`config.mk`:
```
export PLATFORM = sky130hd
export DESIGN_NAME = iter_comparer
export DESIGN_NICKNAME = d
export VERILOG_FILES = /design/src/rtl/iter_comparer.sv
export SDC_FILE = /design/constraint.sdc
export NUM_CORES = 1
export LEC_CHECK = 0
export ABC_CLOCK_PERIOD_IN_PS = 5620
export CAP_MARGIN = 15
export CORE_ASPECT_RATIO = 1.4
export CORE_MARGIN = 2
export CORE_UTILIZATION = 55
export DETAILED_ROUTE_END_ITERATION = 16
export PLACE_DENSITY = 0.86
export SYNTH_ARGS = -nofsm -noshare
export SYNTH_HDL_FRONTEND = slang
export SYNTH_SLANG_ARGS = --single-unit
export TNS_END_PERCENT = 1
```
`constraint.sdc`:
```
create_clock -name clk -period 5.62 [get_ports clk]
set_clock_uncertainty 0.15 [all_clocks]
set_input_delay 1.686 -clock clk [delete_from_list [all_inputs] [get_ports clk]]
set_output_delay 1.686 -clock clk [all_outputs]
set_load 0.05 [all_outputs]
```
`src/rtl/iter_comparer.sv`:
```
// -----------------------------------------------------------------------------
// iter_comparer
//
// Multi-cycle magnitude comparator. The operands are latched when start is
// accepted. One CHUNK-bit slice is then compared per clock, beginning with the
// most significant slice. The comparison stops at the first slice that differs.
// In two's-complement mode the sign bit of the top slice is flipped, so that an
// unsigned slice compare orders negative values below positive ones.
//
// Parameters
//   WIDTH     operand width in bits (positive multiple of CHUNK)
//   CHUNK     bits compared per cycle
//
// Ports
//   clk       clock, rising edge
//   rst       asynchronous active-high reset
//   start     request a comparison (accepted in IDLE or DONE, ignored in RUN)
//   Signed    1 = two's-complement compare, 0 = unsigned compare
//   A, B      operands
//   busy      high while a comparison is in progress
//   done      one-cycle pulse when NotEqual/LessThan hold a fresh result
//   NotEqual  A != B
//   LessThan  A <  B under the latched mode
// -----------------------------------------------------------------------------
module iter_comparer #(
    parameter int unsigned WIDTH = 32,
    parameter int unsigned CHUNK = 8
) (
    input  logic             clk,
    input  logic             rst,
    input  logic             start,
    input  logic             Signed,
    input  logic [WIDTH-1:0] A,
    input  logic [WIDTH-1:0] B,
    output logic             busy,
    output logic             done,
    output logic             NotEqual,
    output logic             LessThan
);

    localparam int unsigned N    = WIDTH / CHUNK;
    localparam int unsigned IDXW = (N > 1) ? $clog2(N) : 1;
    localparam logic [IDXW-1:0] TOP_IDX = IDXW'(N - 1);

    typedef enum logic [1:0] {
        IDLE,
        RUN,
        DONE
    } state_t;

    state_t           state_q, state_d;
    logic [IDXW-1:0]  idx_q,   idx_d;
    logic [WIDTH-1:0] a_q,     a_d;
    logic [WIDTH-1:0] b_q,     b_d;
    logic             signed_q, signed_d;
    logic             ne_q,    ne_d;
    logic             lt_q,    lt_d;

    logic [CHUNK-1:0] a_sl;
    logic [CHUNK-1:0] b_sl;

    // Current slice of the latched operands, with the sign bit flipped on the
    // top slice in signed mode.
    always_comb begin
        a_sl = '0;
        b_sl = '0;
        for (int unsigned i = 0; i < N; i++) begin
            if (idx_q == IDXW'(i)) begin
                a_sl = a_q[i*CHUNK +: CHUNK];
                b_sl = b_q[i*CHUNK +: CHUNK];
            end
        end
        if (signed_q && (idx_q == TOP_IDX)) begin
            a_sl[CHUNK-1] = ~a_sl[CHUNK-1];
            b_sl[CHUNK-1] = ~b_sl[CHUNK-1];
        end
    end

    always_comb begin
        state_d  = state_q;
        idx_d    = idx_q;
        a_d      = a_q;
        b_d      = b_q;
        signed_d = signed_q;
        ne_d     = ne_q;
        lt_d     = lt_q;

        case (state_q)
            IDLE, DONE: begin
                if (start) begin
                    a_d      = A;
                    b_d      = B;
                    signed_d = Signed;
                    idx_d    = TOP_IDX;
                    state_d  = RUN;
                end else begin
                    state_d  = IDLE;
                end
            end
            RUN: begin
                if (a_sl != b_sl) begin
                    ne_d    = 1'b1;
                    lt_d    = (a_sl < b_sl);
                    state_d = DONE;
                end else if (idx_q == '0) begin
                    ne_d    = 1'b0;
                    lt_d    = 1'b0;
                    state_d = DONE;
                end else begin
                    idx_d   = idx_q - IDXW'(1);
                end
            end
            default: begin
                state_d = IDLE;
            end
        endcase
    end

    always_ff @(posedge clk or posedge rst) begin
        if (rst) begin
            state_q  <= IDLE;
            idx_q    <= '0;
            a_q      <= '0;
            b_q      <= '0;
            signed_q <= 1'b0;
            ne_q     <= 1'b0;
            lt_q     <= 1'b0;
        end else begin
            state_q  <= state_d;
            idx_q    <= idx_d;
            a_q      <= a_d;
            b_q      <= b_d;
            signed_q <= signed_d;
            ne_q     <= ne_d;
            lt_q     <= lt_d;
        end
    end

    assign busy     = (state_q == RUN);
    assign done     = (state_q == DONE);
    assign NotEqual = ne_q;
    assign LessThan = lt_q;

endmodule
```
# == Word-level counts from Yosys, hierarchy flattened ==
# Index checks and enable logic that the tools add are counted.
# totals
input_bits,68
out_inout_bits,4
register_bits,71
wordCells,51
# op_classes
reduce_logical,9
eq_ne,10
bitwise,2
add_sub_neg,1
n_lt_le_gt_ge,1
mux,21
# ops
cell,n
$mux W8,8
$mux W2,5
$lt A8 B8 Y1,1
$ne A8 B8 Y1,1
$pmux W2 S2,2
$eq A2 B2 Y1 const B,3
$mux W1,6
$ne A2 B2 Y1 const B,3
$eq A2 B1 Y1 const B,2
$logic_not A2 Y1,2
$reduce_and A2 Y1,2
$reduce_and A4 Y1,1
$reduce_bool A2 Y1,2
$ne A3 B1 Y1 const B,1
$not A1 Y1,2
$reduce_or A2 Y1,1
$sub A2 B1 Y2 const B,1
$logic_and A1 B1 Y1,1

# == Logic depth before layout (Yosys ltp) ==
# Gate-level depths: netlist of run 1.
# depth
depth_word,10
mapped_depth,12
depth_no_buf,11

# == Worst setup path after synthesis of run 1 ==
# OpenSTA, ideal clock, no wires.
# synth_timing
path_kind,reg-to-output
startpoint,reg state_q[0]
endpoint,out done
path_buffers,0
required_time_ns,3.784
path_slack_ns,2.711
t_arrival_ns,1.073
path_stages_with_launch,2
cell_sequence,dfrtp_1 nor2b_1
# synth_via
elab_chain_cells,1
# synth_lines
item,line_no,source
"start, declared",51,"state_t state_q, state_d;"
"start signal, assigned",129,state_q <= state_d;
$eq A2 B2 Y1,140,assign done = (state_q == DONE);
"end, declared",36,"output logic done,"
# Every way passes these cells.

# == Worst setup path after layout of run 1 ==
# layout_timing
startpoint,reg state_q[1]
endpoint,out busy
# layout_via
elab_chain_cells,1
# layout_lines
item,line_no,source
$eq A2 B1 Y1,139,assign busy = (state_q == RUN);
"end, declared",35,"output logic busy,"
# Every way passes these cells.

==> results.md, run 1 <==
* Status: finished, final reports clean
* Slowest CP cell: clkdlybuf4s50_1
* DIE AREA at 7010 um^2
* Crit Path Max Fanout at 5
* R2r setup slk at 2120 ps
* Endpoints failing setup at 0
* Filler cells at 430
* Nets at 421
* Total power at 1.26 mW
* R2R cell count at 11
* Number of global-route vias before repair at 2,487
* Post-synth top cells: dfrtp_1 (71), mux2_2 (48), nand2_1 (21)
* Crit path largest cell delay at 830 ps
* IO Port Bufs at 71
* Post-synthesis compound-gate area fraction at 0.0778
* Gates resized, CTS repair at 0
* Initial antenna violation count at 0
* Ports at 72
* XOR/XNOR Fraction of Synth Area at 0.00502
* Post-route DRC at 0
* Reg clk slew, reported paths at 80 ps
* Post-DP HPWL at 5170 um
* Gr ovfl total at 0
* Die H at 98.2 um
* MaxCap Viol Count at 0
* Post-synthesis mux area share at 0.251
* TritonCTS Buffers at 9
* Syn Inst Count at 275
* Mapped Nets at 355
* Peak VDD IR at 0.000160 V
* Synthesized-area fraction occupied by and/or/nand/nor cells at 0.0792
* Worst hold path depth at 2
* Post-synth EDFFs at 0
* Total GRT Usage at 0.222
* Critical R2R Capture: idx_q[0]
* Synth Register Bits at 71
* Reg2reg start: idx_q[1]
* First-pass GRT wire length at 11,900 um
* Clk buf depth at 2
* Ys flop type: dfrtp_1
* Final cycle utilization of the critical path at 0.661
* Crit Path Class: reg -> out
* RSZ-0062 raised after global routing: false
* Largest net degree at the start of global routing at 69
* P&R area growth vs syn at 25.5%
* Vias/cell at 5.65
* Detail Route Antenna Nets at 0
* Worst Hold Class: reg -> reg
* Critical Path Sink: busy
* Post-CTS setup buffers at 0
* Slew of the pin with the lowest slew margin at 941 ps
* Row cnt at 34
* Reg area at 1780 um^2
* Post-Synth Adder-Cell Area at 0.0430
* Crit. Startpoint: state_q[1]
* CTS tree: yes
* Synth cell types at 28
* Asr flop ratio synth at 1.00
* Average wire per standard cell at 17.3 um
* Synth Area per Inst at 12.7 um^2
* Critical hold path startpoint: NotEqual
* Synth area leader: dfrtp_1
* Sequential cell area fraction in the yosys report at 0.509
* Starting density of the core at 0.566
* Worst setup SP type: flop
* Crit path DAT at 1880 ps
* Netlist Area Pre-Place at 3490 um^2
* Root buffer cell: clkbuf_8
* Gpl congestion at 0.782
* Area of the multi-input gates at 1600 um^2
* Setup TNS at 0 ps
* Post-layout minimum cycle time at 3710 ps
* Final hold violation count at 0
* Main combinational cell family by area after synthesis: multiplexers
* Dominant cells by area after synthesis: dfrtp_1 (51%), mux2_2 (15%), mux2_4 (7.3%), ha_1 (4.3%), mux2i_1 (2.3%)
* Clk sink count at 71
* Pins over their slew limit at 0
* Critical Path End Type: primary output
* Top cell type's share of synthesized area at 0.509
* CORE AREA at 6170 um^2
* Yosys warnings at 0
* Static Leak at 1.92 nW
* Via count of the routed design at 2,361
* # hold bufs at CTS at 0
* DR pass1 iterations at 4
* Critical-path cell list: nand2b_1 -> inv_1 -> clkdlybuf4s50_1
* Die width at 71.3 um
* WL final at 7240 um
* Starting DRT DRC Count at 104
* Max Clk Rate at 269 MHz
* Clock Latency Late Sink at 350 ps
* Worst Path Required at 3780 ps
* Slew HR at 0.372
* H-tree Lvls at 3
* # diodes at 0
* Layout cell share with drive strength beyond 1 at 0.246
* Count leader, synth: dfrtp_1
* Cell area power density at 287 nW/um^2
worst max-delay path, delay by kind of cell (launching register included):
family,cells,cell delay [ps]
buf+inv,2,980
simple gates,1,180
flops,1,370
cell usage in the layout (no fill, tap or decap), types with 2 or more instances in the layout:
master           count
xnor2_1              2
ha_1                12
nor2b_1              9
mux2i_1              8
o31ai_1              6
clkinvlp_4           3
and3b_1              8
nand2_1             21
o21ai_0             13
nand2b_1             3
clkbuf_8             9
clkinv_2             2
mux2_4              17
mux2_2              48
a21oi_1             15
inv_1                3
clkdlybuf4s50_1     71
clkinv_4             2
nor2_1               4
nand4_1              2
buf_4                2
dfrtp_1             71
a221oi_1             6
through the flow:
step | worst slack [ps] | utilization | hold slack, ps | cells | area, um^2
final | 1910 | 0.710 | 351 | 418 | 4380
after global routing | 1840 | 0.710 | 375 | 418 | 4380
after CTS | 1890 | 0.710 | 352 | 418 | 4380
after detailed placement | 1900 | 0.682 | 333 | 402 | 4210
after global placement | 1950 | 0.682 | 325 | 402 | 4210
after floorplan | 1990 | - | 323 | 275 | 3490
routing by layer:
metal	up-vias	share of wire	global-route usage
li1	1113	-	-
met5	-	0	0
met3	20	0.044	0.0444
met2	72	0.52	0.371
met4	0	0.031	0.113
met1	1156	0.40	0.267
logic make-up after synthesis:
group / after synthesis
xor gates and xnor gates: 2
and+or+nand+nor: 51
buffers and inverters: 22
AOI/OAI and AO/OA: 44
DFF: 71
adders and majority gates: 12
muxes: 73
worst min path at each step:
stage / endpoint / slack (ps)
2_1_floorplan: a_q[23] / 320
3_3_place_gp: NotEqual / 320
3_5_place_dp: NotEqual / 330
4_1_cts: NotEqual / 350
5_1_grt: b_q[0] / 380
6_report: NotEqual / 350
report_power, final:
part	internal [mW]	switching (mW)	total, mW
combinational	0.157	0.107	0.265
clock	0.159	0.194	0.353
sequential	0.588	0.0504	0.638
total	0.905	0.352	1.26
layout make-up:
cell class / count / share of cell area
well taps: 72 / 0.0206
clock inverters: 7 / 0.0114
inverters: 4 / 0.00343
multi-input cells: 182 / 0.365
flip-flops and latches: 71 / 0.406
clock buffers: 9 / 0.0283
repair buffers: 73 / 0.166
flip-flops by register name, summed over array words and instances (netlist names):
name,flops
b_q,32
state_q,2
idx_q,2
NotEqual,1
signed_q,1
LessThan,1
a_q,32
Power figures use the tool's default switching activity.
==> run 2, diff against run 1 <==
--- a/config.mk
+++ b/config.mk
@@ -5,13 +5,13 @@
 export SDC_FILE = /design/constraint.sdc
 export NUM_CORES = 1
 export LEC_CHECK = 0
-export ABC_CLOCK_PERIOD_IN_PS = 5620
+export ABC_CLOCK_PERIOD_IN_PS = 3200
 export CAP_MARGIN = 15
 export CORE_ASPECT_RATIO = 1.4
 export CORE_MARGIN = 2
-export CORE_UTILIZATION = 55
+export CORE_UTILIZATION = 46
 export DETAILED_ROUTE_END_ITERATION = 16
-export PLACE_DENSITY = 0.86
+export PLACE_DENSITY = 0.77
 export SYNTH_ARGS = -nofsm -noshare
 export SYNTH_HDL_FRONTEND = slang
 export SYNTH_SLANG_ARGS = --single-unit
==> constraint.sdc (replaced) <==
create_clock -name clk -period 3.2 [get_ports clk]
set_clock_uncertainty 0.15 [all_clocks]
set_input_delay 0.96 -clock clk [delete_from_list [all_inputs] [get_ports clk]]
set_output_delay 0.96 -clock clk [all_outputs]
set_load 0.05 [all_outputs]
==> results.md, run 2 (synthesis gave the netlist of run 1 again) <==
* Status: finished, final reports clean (unchanged)
* Endpoints failing setup at 0 (unchanged)
* Most frequent cells in the layout: dfrtp_1 (71), clkdlybuf4s50_1 (71), mux2_2 (48) (unchanged)
* Worst setup SP type: flop (unchanged)
* Post-DP HPWL at 5400 um (was 5170 um)
* Post-route DRC at 0 (unchanged)
* Gpl congestion at 0.769 (was 0.782)
* Biggest regs: a_q x32, b_q x32 (unchanged)
* H-tree Lvls at 3 (unchanged)
* Crit Path Class: reg -> out (unchanged)
* Post-CTS setup buffers at 0 (unchanged)
* Largest net degree at the start of global routing at 54 (was 69)
* Gates resized, CTS repair at 0 (unchanged)
* Setup TNS at 0 ps (unchanged)
* # hold bufs at CTS at 0 (unchanged)
* Reg clk slew, reported paths at 70 ps (was 80 ps)
* Die H at 107 um (was 98.2 um)
* WL final at 7370 um (was 7240 um)
* Slew HR at 0.514 (was 0.372)
* Peak VDD IR at 0.000382 V (was 0.000160 V)
* First-pass GRT wire length at 11,700 um (was 11,900 um)
* Cell area power density at 514 nW/um^2 (was 287 nW/um^2)
* CORE AREA at 7360 um^2 (was 6170 um^2)
* Row cnt at 37 (was 34)
* # diodes at 0 (unchanged)
* TritonCTS Buffers at 9 (unchanged)
* Slew of the pin with the lowest slew margin at 727 ps (was 941 ps)
* Reg2reg start: idx_q[0] (was idx_q[1])
* Vias/cell at 5.22 (was 5.65)
* Starting density of the core at 0.474 (was 0.566)
* Pins over their slew limit at 0 (unchanged)
* Critical Path End Type: primary output (unchanged)
* RSZ-0062 raised after global routing: false (unchanged)
* Total GRT Usage at 0.187 (was 0.222)
* Static Leak at 2.00 nW (was 1.92 nW)
* Crit path DAT at 1900 ps (was 1880 ps)
* Clock Latency Late Sink at 350 ps (about the same)
* Starting DRT DRC Count at 141 (was 104)
* Average wire per standard cell at 16.3 um (was 17.3 um)
* P&R area growth vs syn at 29.9% (was 25.5%)
* MaxCap Viol Count at 0 (unchanged)
* DR pass1 iterations at 4 (unchanged)
* Gr ovfl total at 0 (unchanged)
* Post-layout minimum cycle time at 3010 ps
* Crit. Startpoint: state_q[1] (unchanged)
* IO Port Bufs at 71 (unchanged)
* Via count of the routed design at 2,353 (was 2,361)
* Filler cells at 571 (was 430)
* Total power at 2.33 mW (was 1.26 mW)
* Layout cell share with drive strength beyond 1 at 0.260 (was 0.246)
* DIE AREA at 8310 um^2 (was 7010 um^2)
* Worst Path Required at 2090 ps (was 3780 ps)
* Detail Route Antenna Nets at 0 (unchanged)
* Max Clk Rate at 332 MHz
* Nets at 429 (was 421)
* Worst Hold Class: reg -> reg (unchanged)
* Number of global-route vias before repair at 2,409 (was 2,487)
* Final hold violation count at 0 (unchanged)
* Clk sink count at 71 (unchanged)
* CTS tree: yes (unchanged)
* Root buffer cell: clkbuf_8 (unchanged)
* Critical hold path startpoint: b_q[6] (was NotEqual)
* Clk buf depth at 2 (unchanged)
* Initial antenna violation count at 0 (unchanged)
* Crit Path Max Fanout at 5 (unchanged)
* Final cycle utilization of the critical path at 0.941
* Ports at 72 (unchanged)
* Die width at 77.6 um (was 71.3 um)
==> run 2: path summary, 6_finish.rpt <==
check	endpoint	slack, ps	cells after the start
setup / recovery	busy	190	3
hold / removal	b_q[6]	360	1
setup reg to reg	idx_q[0]	340	12
hold reg to reg	b_q[6]	360	1
max in group asynchronous	LessThan	1340	3
min in group asynchronous	a_q[3]	910	2
==> run 2: worst max-delay path, cell delays in order, from the launching register on <==
cell	delay, ps
dfrtp_1	380
nand2b_1	180
inv_1	160
clkdlybuf4s50_1	830
==> run 2: layout make-up <==
cell class                      count  area, um^2  share of cell area
Clock buffer                       13         169              0.0373
Clock inverter                      3        40.0             0.00883
Inverter                            4        15.0             0.00331
Multi-Input combinational cell    182        1600               0.353
Sequential cell                    71        1780               0.392
Tap cell                           97         121              0.0268
Timing Repair Buffer               81         811               0.179
==> run 2: per-layer routing <==
layer | track usage | share of wire
met5 | 0 | 0
met3 | 0.0354 | 0.034
met2 | 0.327 | 0.52
met4 | 0.0918 | 0.030
met1 | 0.219 | 0.41
==> run 2: where the power goes <==
| group | leakage, nW | internal (mW) | switching (mW) |
|---|---|---|---|
| clock | 0.109 | 0.422 | 0.315 |
| sequential | 0.823 | 1.03 | 0.0835 |
| combinational | 1.07 | 0.282 | 0.194 |
==> run 2: stage by stage <==
step | instances | worst slack [ps] | cell area, um^2 | hold WS [ps] | util
finish | 451 | 189 | 4530 | 358 | 0.616
global route | 451 | 81.9 | 4530 | 372 | 0.616
CTS | 451 | 188 | 4530 | 360 | 0.616
detailed placement | 435 | 376 | 4320 | 331 | 0.587
global placement | 435 | 430 | 4320 | 336 | 0.587
floorplan | 275 | 293 | 3490 | 323 | -
==> run 3, diff against run 2 <==
--- a/config.mk
+++ b/config.mk
@@ -12,6 +12,7 @@
 export CORE_UTILIZATION = 46
 export DETAILED_ROUTE_END_ITERATION = 16
 export PLACE_DENSITY = 0.77
+export SETUP_SLACK_MARGIN = 0.3
 export SYNTH_ARGS = -nofsm -noshare
 export SYNTH_HDL_FRONTEND = slang
 export SYNTH_SLANG_ARGS = --single-unit
==> results.md, run 3 (synthesis gave the netlist of run 1 again) <==
* WL final at 7300 um (was 7370 um)
* Initial antenna violation count at 0 (unchanged)
* Final cycle utilization of the critical path at 0.891 (was 0.941)
* Pins over their slew limit at 0 (unchanged)
* Layout cell share with drive strength beyond 1 at 0.273 (was 0.260)
* Worst setup SP type: flop (unchanged)
* Row cnt at 37 (unchanged)
* Starting DRT DRC Count at 105 (was 141)
* MaxCap Viol Count at 0 (unchanged)
* H-tree Lvls at 3 (unchanged)
* WHS at 356 ps (was 358 ps)
* Largest net degree at the start of global routing at 72 (was 54)
* RSZ-0062 raised after global routing: false (unchanged)
* P&R area growth vs syn at 31.6% (was 29.9%)
* Cell area power density at 534 nW/um^2 (was 514 nW/um^2)
* Post-layout minimum cycle time at 2850 ps (was 3010 ps)
* Final hold violation count at 0 (unchanged)
* Peak VDD IR at 0.000318 V (was 0.000382 V)
* Detail Route Antenna Nets at 0 (unchanged)
* Post-route DRC at 0 (unchanged)
* Critical Path End Type: primary output (unchanged)
* Crit Path Max Fanout at 3 (was 5)
* Total power at 2.45 mW (was 2.33 mW)
* Worst Hold Class: reg -> reg (unchanged)
* R2R cell count at 11 (was 12)
* Die width at 77.6 um (unchanged)
* Slew of the pin with the lowest slew margin at 511 ps (was 727 ps)
* Number of global-route vias before repair at 2,515 (was 2,409)
* TritonCTS Buffers at 9 (unchanged)
* Status: finished, final reports clean (unchanged)
* Gpl congestion at 0.919 (was 0.769)
* Leading cell type in the layout, fill and taps excluded: dfrtp_1
* Max Clk Rate at 351 MHz (was 332 MHz)
* Die H at 107 um (unchanged)
* Placed inst area at 4330 um^2 (was 4320 um^2)
* Worst Path Required at 2090 ps (about the same)
* First-pass GRT wire length at 12,100 um (was 11,700 um)
* R2r setup slk at 490 ps (was 340 ps)
* Setup TNS at 0 ps (unchanged)
* IO Port Bufs at 71 (unchanged)
* Via count of the routed design at 2,356 (was 2,353)
* Clk buf depth at 2 (unchanged)
* Ports at 72 (unchanged)
* # diodes at 0 (unchanged)
* Crit Path Class: reg -> out (unchanged)
* Fin util at 0.624 (was 0.616)
* # hold bufs at CTS at 0 (unchanged)
* CORE AREA at 7360 um^2 (unchanged)
* Starting density of the core at 0.474 (unchanged)
* Clk sink count at 71 (unchanged)
* DR pass1 iterations at 4 (unchanged)
* Clock Latency Late Sink at 340 ps (was 350 ps)
* Static Leak at 2.02 nW (was 2.00 nW)
* Filler cells at 614 (was 571)
* Reg2reg start: idx_q[1] (was idx_q[0])
* Reg clk slew, reported paths at 80 ps (was 70 ps)
* Average wire per standard cell at 16.1 um (was 16.3 um)
* Endpoints failing setup at 0 (unchanged)
* Crit. Startpoint: state_q[0] (was state_q[1])
* Total GRT Usage at 0.190 (was 0.187)
* Vias/cell at 5.21 (was 5.22)
* Most frequent cells in the layout: dfrtp_1 (71), clkdlybuf4s50_1 (70), mux2_2 (48) (was dfrtp_1 (71), clkdlybuf4s50_1 (71), mux2_2 (48))
* Critical R2R Capture: LessThan (was idx_q[0])
* Final instance area at 4590 um^2 (was 4530 um^2)
* Post-DP HPWL at 5360 um (was 5400 um)
* DIE AREA at 8310 um^2 (unchanged)
* Biggest regs: a_q x32, b_q x32 (unchanged)
* Crit path DAT at 1740 ps (was 1900 ps)
* Nets at 430 (was 429)
* Root buffer cell: clkbuf_8 (unchanged)
* Gr ovfl total at 0 (unchanged)
* CTS tree: yes (unchanged)
* Slew HR at 0.660 (was 0.514)
* Critical Path Sink: done (was busy)
-- run 3: per-layer routing --
layer  track usage  share of wire  up-vias
li1              -              -     1130
met1         0.224           0.40     1166
met2         0.339           0.55       46
met3        0.0354          0.029       14
met4        0.0727          0.021        0
met5             0              0        -
-- run 3: final cells by class --
cell class	instances	area [um^2]	share of cell area
flip-flops and latches	71	1780	0.387
multi-input cells	182	1610	0.351
repair buffers	82	821	0.179
clock buffers	9	124	0.0270
well taps	97	121	0.0264
clock inverters	7	120	0.0262
inverters	4	18.8	0.00409
-- run 3: worst min path at each step --
stage,startpoint,endpoint,slack (ps),cells past startpoint
floorplan,a_q[23],a_q[23],320,1
global placement,b_q[4],b_q[4],340,1
detailed placement,b_q[4],b_q[4],340,1
CTS,b_q[4],b_q[4],360,1
global route,b_q[16],b_q[16],380,1
finish,b_q[4],b_q[4],360,1
-- run 3: timing repair --
item | CTS | global route
gates cloned | 0 | 0
pin swaps | 0 | 1
endpoints found under the hold margin | 0 | 0
endpoints found under the setup margin | 1 | 4
buffers inserted | 0 | 1
resized for setup | 1 | 4
-- run 3: stage by stage --
step / worst slack (ps) / cells
4_1_cts: 334 / 451
5_1_grt: 300 / 452
2_1_floorplan: 541 / 275
3_3_place_gp: 429 / 435
6_report: 348 / 452
3_5_place_dp: 356 / 435
-- run 3: worst max-delay path, stage by stage, from the launching register on --
cell and delay (ps):
dfrtp_1 430, nor2b_1 150, clkdlybuf4s50_1 820
-- run 3: power breakdown --
part	switching [mW]	total [mW]	internal [mW]
clock	0.349	0.869	0.520
sequential	0.0805	1.11	1.03
combinational	0.190	0.471	0.281
